===== src/rtl/fetch_unit.sv =====
// ---------------------------------------------------------------------------
// fetch_unit -- instruction fetch stage
//
// Holds the program counter. Issues one word-aligned request at a time to
// instruction memory and presents each returned word, with its PC, to decode.
// An execute-stage redirect reloads the PC. Any request already in flight
// when the redirect arrives has its response discarded.
//
// Optional feature macro: FETCH_MISALIGN_CHECK_EN
//   defined   : a redirect to a target with bits [1:0] != 0 enters a sticky
//               trap state. The trap raises fetch_misaligned and stops
//               fetching until reset.
//   undefined : redirect_target[1:0] is forced to 0 and fetch_misaligned = 0.
//
// Ports
//   clk, rst_n          clock, synchronous active-low reset
//   imem_req_*          request channel to instruction memory (valid/ready)
//   imem_rsp_*          response channel (one response per accepted request)
//   if_valid/if_ready   handshake to decode; if_pc / if_instr are the payload
//   redirect_valid      taken branch / jump from execute
//   redirect_target     new PC
//   fetch_misaligned    misaligned-target trap flag
// ---------------------------------------------------------------------------
module fetch_unit #(
    parameter logic [31:0] RESET_PC = 32'h0000_0000
) (
    input  logic        clk,
    input  logic        rst_n,
    output logic        imem_req_valid,
    input  logic        imem_req_ready,
    output logic [31:0] imem_req_addr,
    input  logic        imem_rsp_valid,
    input  logic [31:0] imem_rsp_data,
    output logic        if_valid,
    input  logic        if_ready,
    output logic [31:0] if_pc,
    output logic [31:0] if_instr,
    input  logic        redirect_valid,
    input  logic [31:0] redirect_target,
    output logic        fetch_misaligned
);

    typedef enum logic [2:0] {
        S_IDLE,
        S_REQ,
        S_WAIT,
        S_OUT,
        S_DROP,
        S_TRAP
    } state_t;

    state_t      state_reg, state_next;
    logic [31:0] pc_reg, pc_next;
    logic [31:0] if_pc_reg, if_pc_next;
    logic [31:0] if_instr_reg, if_instr_next;
    logic        req_valid_reg;
    logic        if_valid_reg;

    logic [31:0] target;
    logic        target_bad;

`ifdef FETCH_MISALIGN_CHECK_EN
    assign target     = redirect_target;
    assign target_bad = |redirect_target[1:0];
`else
    // Low bits are discarded so every fetch stays word aligned.
    logic unused_target_low;
    assign unused_target_low = ^redirect_target[1:0];
    assign target     = {redirect_target[31:2], 2'b00};
    assign target_bad = 1'b0;
`endif

    // Next-state logic. A redirect overrides every normal transition
    // except in the trap state, which only reset can leave.
    always_comb begin
        state_next    = state_reg;
        pc_next       = pc_reg;
        if_pc_next    = if_pc_reg;
        if_instr_next = if_instr_reg;

        if (redirect_valid && state_reg != S_TRAP) begin
            pc_next = target;
            if (target_bad) begin
                state_next = S_TRAP;
            end else begin
                case (state_reg)
                    // An accepted request must have its response dropped.
                    S_REQ:   state_next = imem_req_ready ? S_DROP : S_REQ;
                    // A response in the same cycle is consumed and thrown away.
                    S_WAIT:  state_next = imem_rsp_valid ? S_REQ : S_DROP;
                    S_DROP:  state_next = S_DROP;
                    // S_IDLE and S_OUT refetch immediately. The held
                    // instruction is abandoned even if decode is ready.
                    default: state_next = S_REQ;
                endcase
            end
        end else begin
            case (state_reg)
                S_IDLE: state_next = S_REQ;
                S_REQ: begin
                    if (imem_req_ready) begin
                        state_next = S_WAIT;
                    end
                end
                S_WAIT: begin
                    if (imem_rsp_valid) begin
                        if_instr_next = imem_rsp_data;
                        if_pc_next    = pc_reg;
                        pc_next       = pc_reg + 32'd4;
                        state_next    = S_OUT;
                    end
                end
                S_OUT: begin
                    if (if_ready) begin
                        state_next = S_REQ;
                    end
                end
                S_DROP: begin
                    if (imem_rsp_valid) begin
                        state_next = S_REQ;
                    end
                end
                S_TRAP:  state_next = S_TRAP;
                default: state_next = S_IDLE;
            endcase
        end
    end

    // Handshake outputs are registered from the next state, so they are
    // glitch-free and line up exactly with the state they describe.
    always_ff @(posedge clk) begin
        if (!rst_n) begin
            state_reg     <= S_IDLE;
            pc_reg        <= RESET_PC;
            if_pc_reg     <= 32'h0;
            if_instr_reg  <= 32'h0;
            req_valid_reg <= 1'b0;
            if_valid_reg  <= 1'b0;
        end else begin
            state_reg     <= state_next;
            pc_reg        <= pc_next;
            if_pc_reg     <= if_pc_next;
            if_instr_reg  <= if_instr_next;
            req_valid_reg <= (state_next == S_REQ);
            if_valid_reg  <= (state_next == S_OUT);
        end
    end

`ifdef FETCH_MISALIGN_CHECK_EN
    logic misaligned_reg;

    always_ff @(posedge clk) begin
        if (!rst_n) begin
            misaligned_reg <= 1'b0;
        end else if (state_next == S_TRAP) begin
            misaligned_reg <= 1'b1;
        end
    end

    assign fetch_misaligned = misaligned_reg;
`else
    assign fetch_misaligned = 1'b0;
`endif

    assign imem_req_valid = req_valid_reg;
    assign imem_req_addr  = pc_reg;
    assign if_valid       = if_valid_reg;
    assign if_pc          = if_pc_reg;
    assign if_instr       = if_instr_reg;

endmodule


===== config.mk =====
export PLATFORM = sky130hd
export DESIGN_NAME = fetch_unit
export DESIGN_NICKNAME = d
export VERILOG_FILES = /design/src/rtl/fetch_unit.sv
export SDC_FILE = /design/constraint.sdc
export NUM_CORES = 1
export LEC_CHECK = 0
export CAP_MARGIN = 0
export CELL_PAD_IN_SITES_DETAIL_PLACEMENT = 0
export CELL_PAD_IN_SITES_GLOBAL_PLACEMENT = 2
export CORE_MARGIN = 4
export CORE_UTILIZATION = 24
export CTS_CLUSTER_SIZE = 24
export DETAILED_ROUTE_END_ITERATION = 8
export GPL_ROUTABILITY_DRIVEN = 1
export GPL_TIMING_DRIVEN = 0
export HOLD_SLACK_MARGIN = 0.03
export PLACE_DENSITY = 0.83
export SLEW_MARGIN = 20
export SYNTH_ARGS = -nofsm -noshare
export SYNTH_HDL_FRONTEND = slang
export SYNTH_SLANG_ARGS = --single-unit

===== constraint.sdc =====
create_clock -name clk -period 2.2 [get_ports clk]
set_input_delay 0.66 -clock clk [delete_from_list [all_inputs] [get_ports clk]]
set_output_delay 0.66 -clock clk [all_outputs]
set_load 0.01 [all_outputs]

==> out/qor.yml, run 1 <==
grt_use_total: 0.1591
synth_area_leader_cell: "dfxtp_1"
placed_cell_area_sq_um: 6262
yosysMostFrequentCell: "nand2_1"
holdPathStages: 2
cts_tree: "yes"
ys_async_sr_fraction: 0
final_antenna_net_count: 0
peakVddDrop_v: 0.0003697
critPathRequiredTime_ns: 1.54
cp-end-kind: "output port"
period_minus_slack_ns: 2.137
die_w_um: 142.7
drive_gt1_frac: 0.07951
rrSetupSlack_ns: 0.13
finalClockSkew_ns: 0.009728
ys_seq_area_frac: 0.4460
crit_family: "buffers and inverters"
drv_slew: 0
clock_latency_ns: 0.35
cts_hold_buf: 0
drtPass1Iterations: 5
synth_top_cell_area_share: 0.4460
cp_slowest_cell: "clkdlybuf4s50_1"
synth-edff-count: 0
synth_flop_cell: "dfxtp_1"
critPathMaxStageDelay_ns: 0.61
drv_cap: 0
start_util: 0.2483
worstPathCellList: "clkdlybuf4s50_1"
clkSinkCount: 97
synth.top_cells.by_area: "dfxtp_1 45%, nand2_1 12%, a21oi_1 7.7%"
drt_iter0_drc: 295
io_pins: 169
max_slew_margin: 0.5662
start_kind: "register"
yosys_warnings: 0
arrival_ns: 1.48
die_area_sq_um: 20360
fp-row-count: 48
status: "complete, no violations"
min-delay-start: "if_instr[1]"
worst-path-max-fanout: 8
rr_startpoint: "imem_req_addr[9]"
vias: 4734
leakage_nw: 2.236
final_cell_area_sq_um: 6660
grt_max_degree: 15
synth_cell_types: 49
worstSetupPathType: "register to output port"
vias_per_cell: 4.896
synthTopCellsByCount: "141 x nand2_1, 97 x dfxtp_1, 67 x a21oi_1"
rsz0062_at_grt: "no"
power-per-cell-area_nw_per_um2: 609.7
postRouteWirelength_um: 16560
overflow: 0
max_slew.worst_pin.slew_ns: 0.6508
hold_ws_ns: 0.4550
antenna_found_initial: 0
netlist_instances: 561
period_share: 0.9714
core_sq_um: 17540
n_antenna_cell: 0
area_growth_pct: 52.96
finalSetupViolCount: 0
portBuffers: 161
wl_per_cell_um: 17.12
syn_area_sq_um: 4354
syn_area_per_cell_sq_um: 7.761
clockBufferDepth: 2
cts_buffers: 9
path_buf_inv: 1
largest_reg_flops: 32
clk_pin_slew_worst_paths_ns: 0.07
max_freq_mhz: 467.9
htreeDepth: 3
die_h_um: 142.7
drc: 0
dp_hpwl_um: 12340
hold_class: "register to register"
tns_ns: 0
cts_root_buffer: "clkbuf_16"
final_nets: 809
grt_pass1_wl_um: 25580
synth.ff_latch_count: 97
reg2reg_to: "imem_req_addr[28]"
whs_endpoint: "if_instr[1]"
finalHoldViolations: 0
gp_congestion: 0.8370
grt_pass1_vias: 4667
reg2reg_depth: 6
total_power_mw: 4.061
==> timing repair <==
item,4_1_cts,5_1_grt
setup buffers,2,0
pin swaps,1,0
resized for setup,15,19
endpoints found under the setup margin,79,26
==> report_power, final <==
part	internal (mW)	switching (mW)
Combinational	0.262	0.214
Sequential	1.81	0.0840
Clock	1.02	0.673
==> worst max path at each step <==
stage,from,end,slack [ns],cells past startpoint
2_1_floorplan,imem_req_addr[2],imem_req_addr[16],0.27,5
5_1_grt,imem_req_addr[8],imem_req_addr[27],0.0003,6
3_3_place_gp,redirect_valid,if_instr[25],-0.72,7
4_1_cts,rst_n,imem_req_addr[15],0.01,5
6_report,imem_req_addr[14],imem_req_addr[14],0.06,1
3_5_place_dp,imem_rsp_valid,if_instr[27],-0.80,7
==> cell usage in the layout, fill, tap and decap left out, drive strengths merged, types with 14 or more instances in the layout <==
cell and n:
clkbuf 46, and3 18, clkdlybuf4s50 160, a31oi 17, a21oi 67, dfxtp 97, nand4 14, buf 16
o21ai 18, nand2 141, nand3 23
==> layer usage <==
layer | global-route usage | up-vias | part of all wire
met5 | 0 | - | 0
met4 | 0.05153 | 0 | 0.015
met3 | 0.04488 | 14 | 0.071
met2 | 0.2559 | 159 | 0.48
met1 | 0.2065 | 2238 | 0.44
li1 | - | 2323 | -
==> through the flow <==
stage          worst slack [ns]  std cells    util
2_1_floorplan            0.2702        565       -
3_3_place_gp            -0.7182        951  0.3571
3_5_place_dp            -0.7953        951  0.3571
4_1_cts                0.009636        967  0.3784
5_1_grt               0.0002851        967  0.3798
6_report                0.06299        967  0.3798
==> kinds of logic (layout without fill, tap and decap cells) <==
group,Yosys count,count (layout),share of synthesized area
compound gates,141,141,0.1954
xor+xnor,9,9,0.01810
fa+ha+maj,1,1,0.002873
buf+inv,58,235,0.05862
flops,97,97,0.4460
other cells,1,5,0.0008612
simple gates,254,254,0.2782
==> area by class of cell <==
cell class / instances / area, sq um
buffer: 48 / 237.7
clock inverter: 3 / 65.06
inverter: 9 / 33.78
sequential: 97 / 1944
timing repair buffer: 163 / 1638
multi-input combinational: 410 / 2213
fill: 1796 / 10880
tap: 225 / 281.5
clock buffer: 12 / 246.5
Power figures use the tool's default switching activity.
==> inputs of run 2 (changes only) <==
TNS_END_PERCENT = 30   (was default)
==> run 2 against run 1 <==
  * Routed wire length about the same
  * Final area grew 0.26%
  * Core utilization is 0.10 points higher
  * Combinational power is essentially flat
  * Hold slack unchanged
  * Die area is the same
  * Critical path depth is the same
  * Global-route usage about the same
  * First-iteration DRC count rose by 4.4%
  * Worst setup slack about the same
  * Critical path type unchanged
  * Critical endpoint is now imem_req_addr[30]
==> out/qor.yml, run 2 (synthesized netlist as in run 1, its figures left out) <==
status: "complete, no violations"
period_minus_slack_ns: 2.137  # +0.0002385 ns
core_sq_um: 17540  # unchanged
final_cell_mix: "160 x clkdlybuf4s50_1, 141 x nand2_1, 95 x dfxtp_1"
hold_class: "register to register"
drive_gt1_frac: 0.07941  # -0.0001070
wl_per_cell_um: 17.09  # -0.18%
worst-path-max-fanout: 6  # -2
area_growth_pct: 53.36
finalSetupViolCount: 0  # unchanged
finalHoldViolations: 0  # unchanged
critPathMaxStageDelay_ns: 0.60  # about the same
clock_latency_ns: 0.35  # about the same
grt_use_total: 0.1587  # -0.0004192
use_met1: 0.2063  # about the same
reg2reg_to: "imem_req_addr[28]"
drc: 0  # unchanged
crit_family: "buffers and inverters"
rrSetupSlack_ns: 0.12  # about the same
use_met2: 0.2547  # -0.001236
busiest_layer: "met2"
tns_ns: 0  # unchanged
finalClockSkew_ns: 0.009895  # +0.0001671 ns
final_antenna_net_count: 0  # unchanged
clk_pin_slew_worst_paths_ns: 0.07  # about the same
use_met3: 0.04488  # unchanged
start_kind: "register"
start_util: 0.2483  # unchanged
power-per-cell-area_nw_per_um2: 607.8  # -0.32%
clockBufferDepth: 2  # unchanged
die_h_um: 142.7  # unchanged
grt_max_degree: 15  # unchanged
final_nets: 810  # +0.12%
cts_buffers: 9  # unchanged
fp-row-count: 48  # unchanged
final_common_cell: "clkdlybuf4s50_1"
drv_cap: 0  # unchanged
peakVddDrop_v: 0.0003702  # +0.13%
rr_startpoint: "imem_req_addr[9]"
drv_slew: 0  # unchanged
die_area_sq_um: 20360  # unchanged
dp_hpwl_um: 12340  # unchanged
max_slew.worst_pin.slew_ns: 0.6583  # +0.007542 ns
drtPass1Iterations: 5  # unchanged
max_slew_margin: 0.5611  # -0.005028
largest_reg_flops: 32  # unchanged
vias_per_cell: 4.906  # +0.21%
grt_pass1_vias: 4659  # -0.17%
portBuffers: 161  # unchanged
holdPathStages: 2  # unchanged
leakage_nw: 2.247  # +0.46%
cp_slowest_cell: "clkdlybuf4s50_1"
fillers: 1795  # -0.056%
drt_iter0_drc: 308  # +4.4%
antenna_found_initial: 0  # unchanged
gp_congestion: 0.8370  # unchanged
rsz0062_at_grt: "yes"
worstPathCellList: "clkdlybuf4s50_1"
hold_ws_ns: 0.4550  # unchanged
path_buf_inv: 1  # unchanged
htreeDepth: 3  # unchanged
overflow: 0  # unchanged
cts_tree: "yes"
cts_hold_buf: 0  # unchanged
postRouteWirelength_um: 16540  # about the same
whs_endpoint: "if_instr[1]"
cp-end-kind: "output port"
cts_root_buffer: "clkbuf_16"
die_w_um: 142.7  # unchanged
crit_cells: 1  # unchanged
worstSetupPathType: "register to output port"
period_share: 0.9715  # about the same
clkSinkCount: 97  # unchanged
grt_pass1_wl_um: 25510  # -0.27%
critPathRequiredTime_ns: 1.54  # about the same
vias: 4749  # +0.32%
min-delay-start: "if_instr[1]"
arrival_ns: 1.48  # about the same
max_freq_mhz: 467.9  # about the same
io_pins: 169  # unchanged
n_antenna_cell: 0  # unchanged
reg2reg_depth: 6  # unchanged
## run 2: cell types whose count changed in the layout (fill, tap and decap cells not counted), sizes merged
cell,delta
buf,+1
dlymetal6s2s,+1
dlygate4sd2,-1
## run 2: routing by layer
layer	vias up	wire length (um)
li1	2324	-
met1	2254	7273
met2	158	7952
met3	13	1103
met4	0	214
met5	-	0
## run 2: cell type report
type	count	area [sq um]	area share
Buffer	48	236.5	0.03541
Clock buffer	12	246.5	0.03691
Clock inverter	3	65.06	0.009743
Inverter	9	33.78	0.005059
Multi-Input combinational cell	410	2221	0.3326
Sequential cell	97	1944	0.2912
Tap cell	225	281.5	0.04216
Timing Repair Buffer	164	1649	0.2470
## run 2: report_power, final
part	internal [mW]	total [mW]	switching, mW	leakage (nW)
registers	1.81	1.89	0.0845	0.790
logic	0.263	0.476	0.214	1.30
clock network	1.02	1.69	0.670	0.153
## run 2: what timing repair did
item	in CTS	in global routing
setup endpoints to repair	79	83
pin swaps	0	0
endpoints found under the hold margin	0	0
setup buffers	2	1
gates resized for setup	12	21
## run 2: worst min-delay path: cells and delay by family (launching register included)
family           cells  cell delay (ns)
AO/OA/AOI/OAI        1             0.05
flip-flops           1             0.31
AND/OR/NAND/NOR      1             0.05
## run 2: stage by stage
| step | cells | cell area [sq um] | setup slack (ns) | util | power (mW) |
|---|---|---|---|---|---|
| 2_1_floorplan | 565 | 4369 | 0.2702 | - | 2.093 |
| 3_3_place_gp | 951 | 6262 | -0.7182 | 0.3571 | 2.394 |
| 3_5_place_dp | 951 | 6262 | -0.7953 | 0.3571 | 2.400 |
| 4_1_cts | 967 | 6626 | -0.06357 | 0.3779 | 4.112 |
| 5_1_grt | 968 | 6678 | -0.04808 | 0.3808 | 4.228 |
| 6_report | 968 | 6678 | 0.06275 | 0.3808 | 4.058 |
## run 2: how the worst max path moves through the flow
| stage | from | to | slack (ns) |
|---|---|---|---|
| after global routing | state_reg[0] | imem_req_addr[7] | -0.05 |
| after detailed placement | imem_rsp_valid | if_instr[27] | -0.80 |
| after CTS | imem_rsp_valid | imem_req_addr[16] | -0.06 |
| final | imem_req_addr[30] | imem_req_addr[30] | 0.06 |
| after global placement | redirect_valid | if_instr[25] | -0.72 |
| after floorplan | imem_req_addr[2] | imem_req_addr[16] | 0.27 |
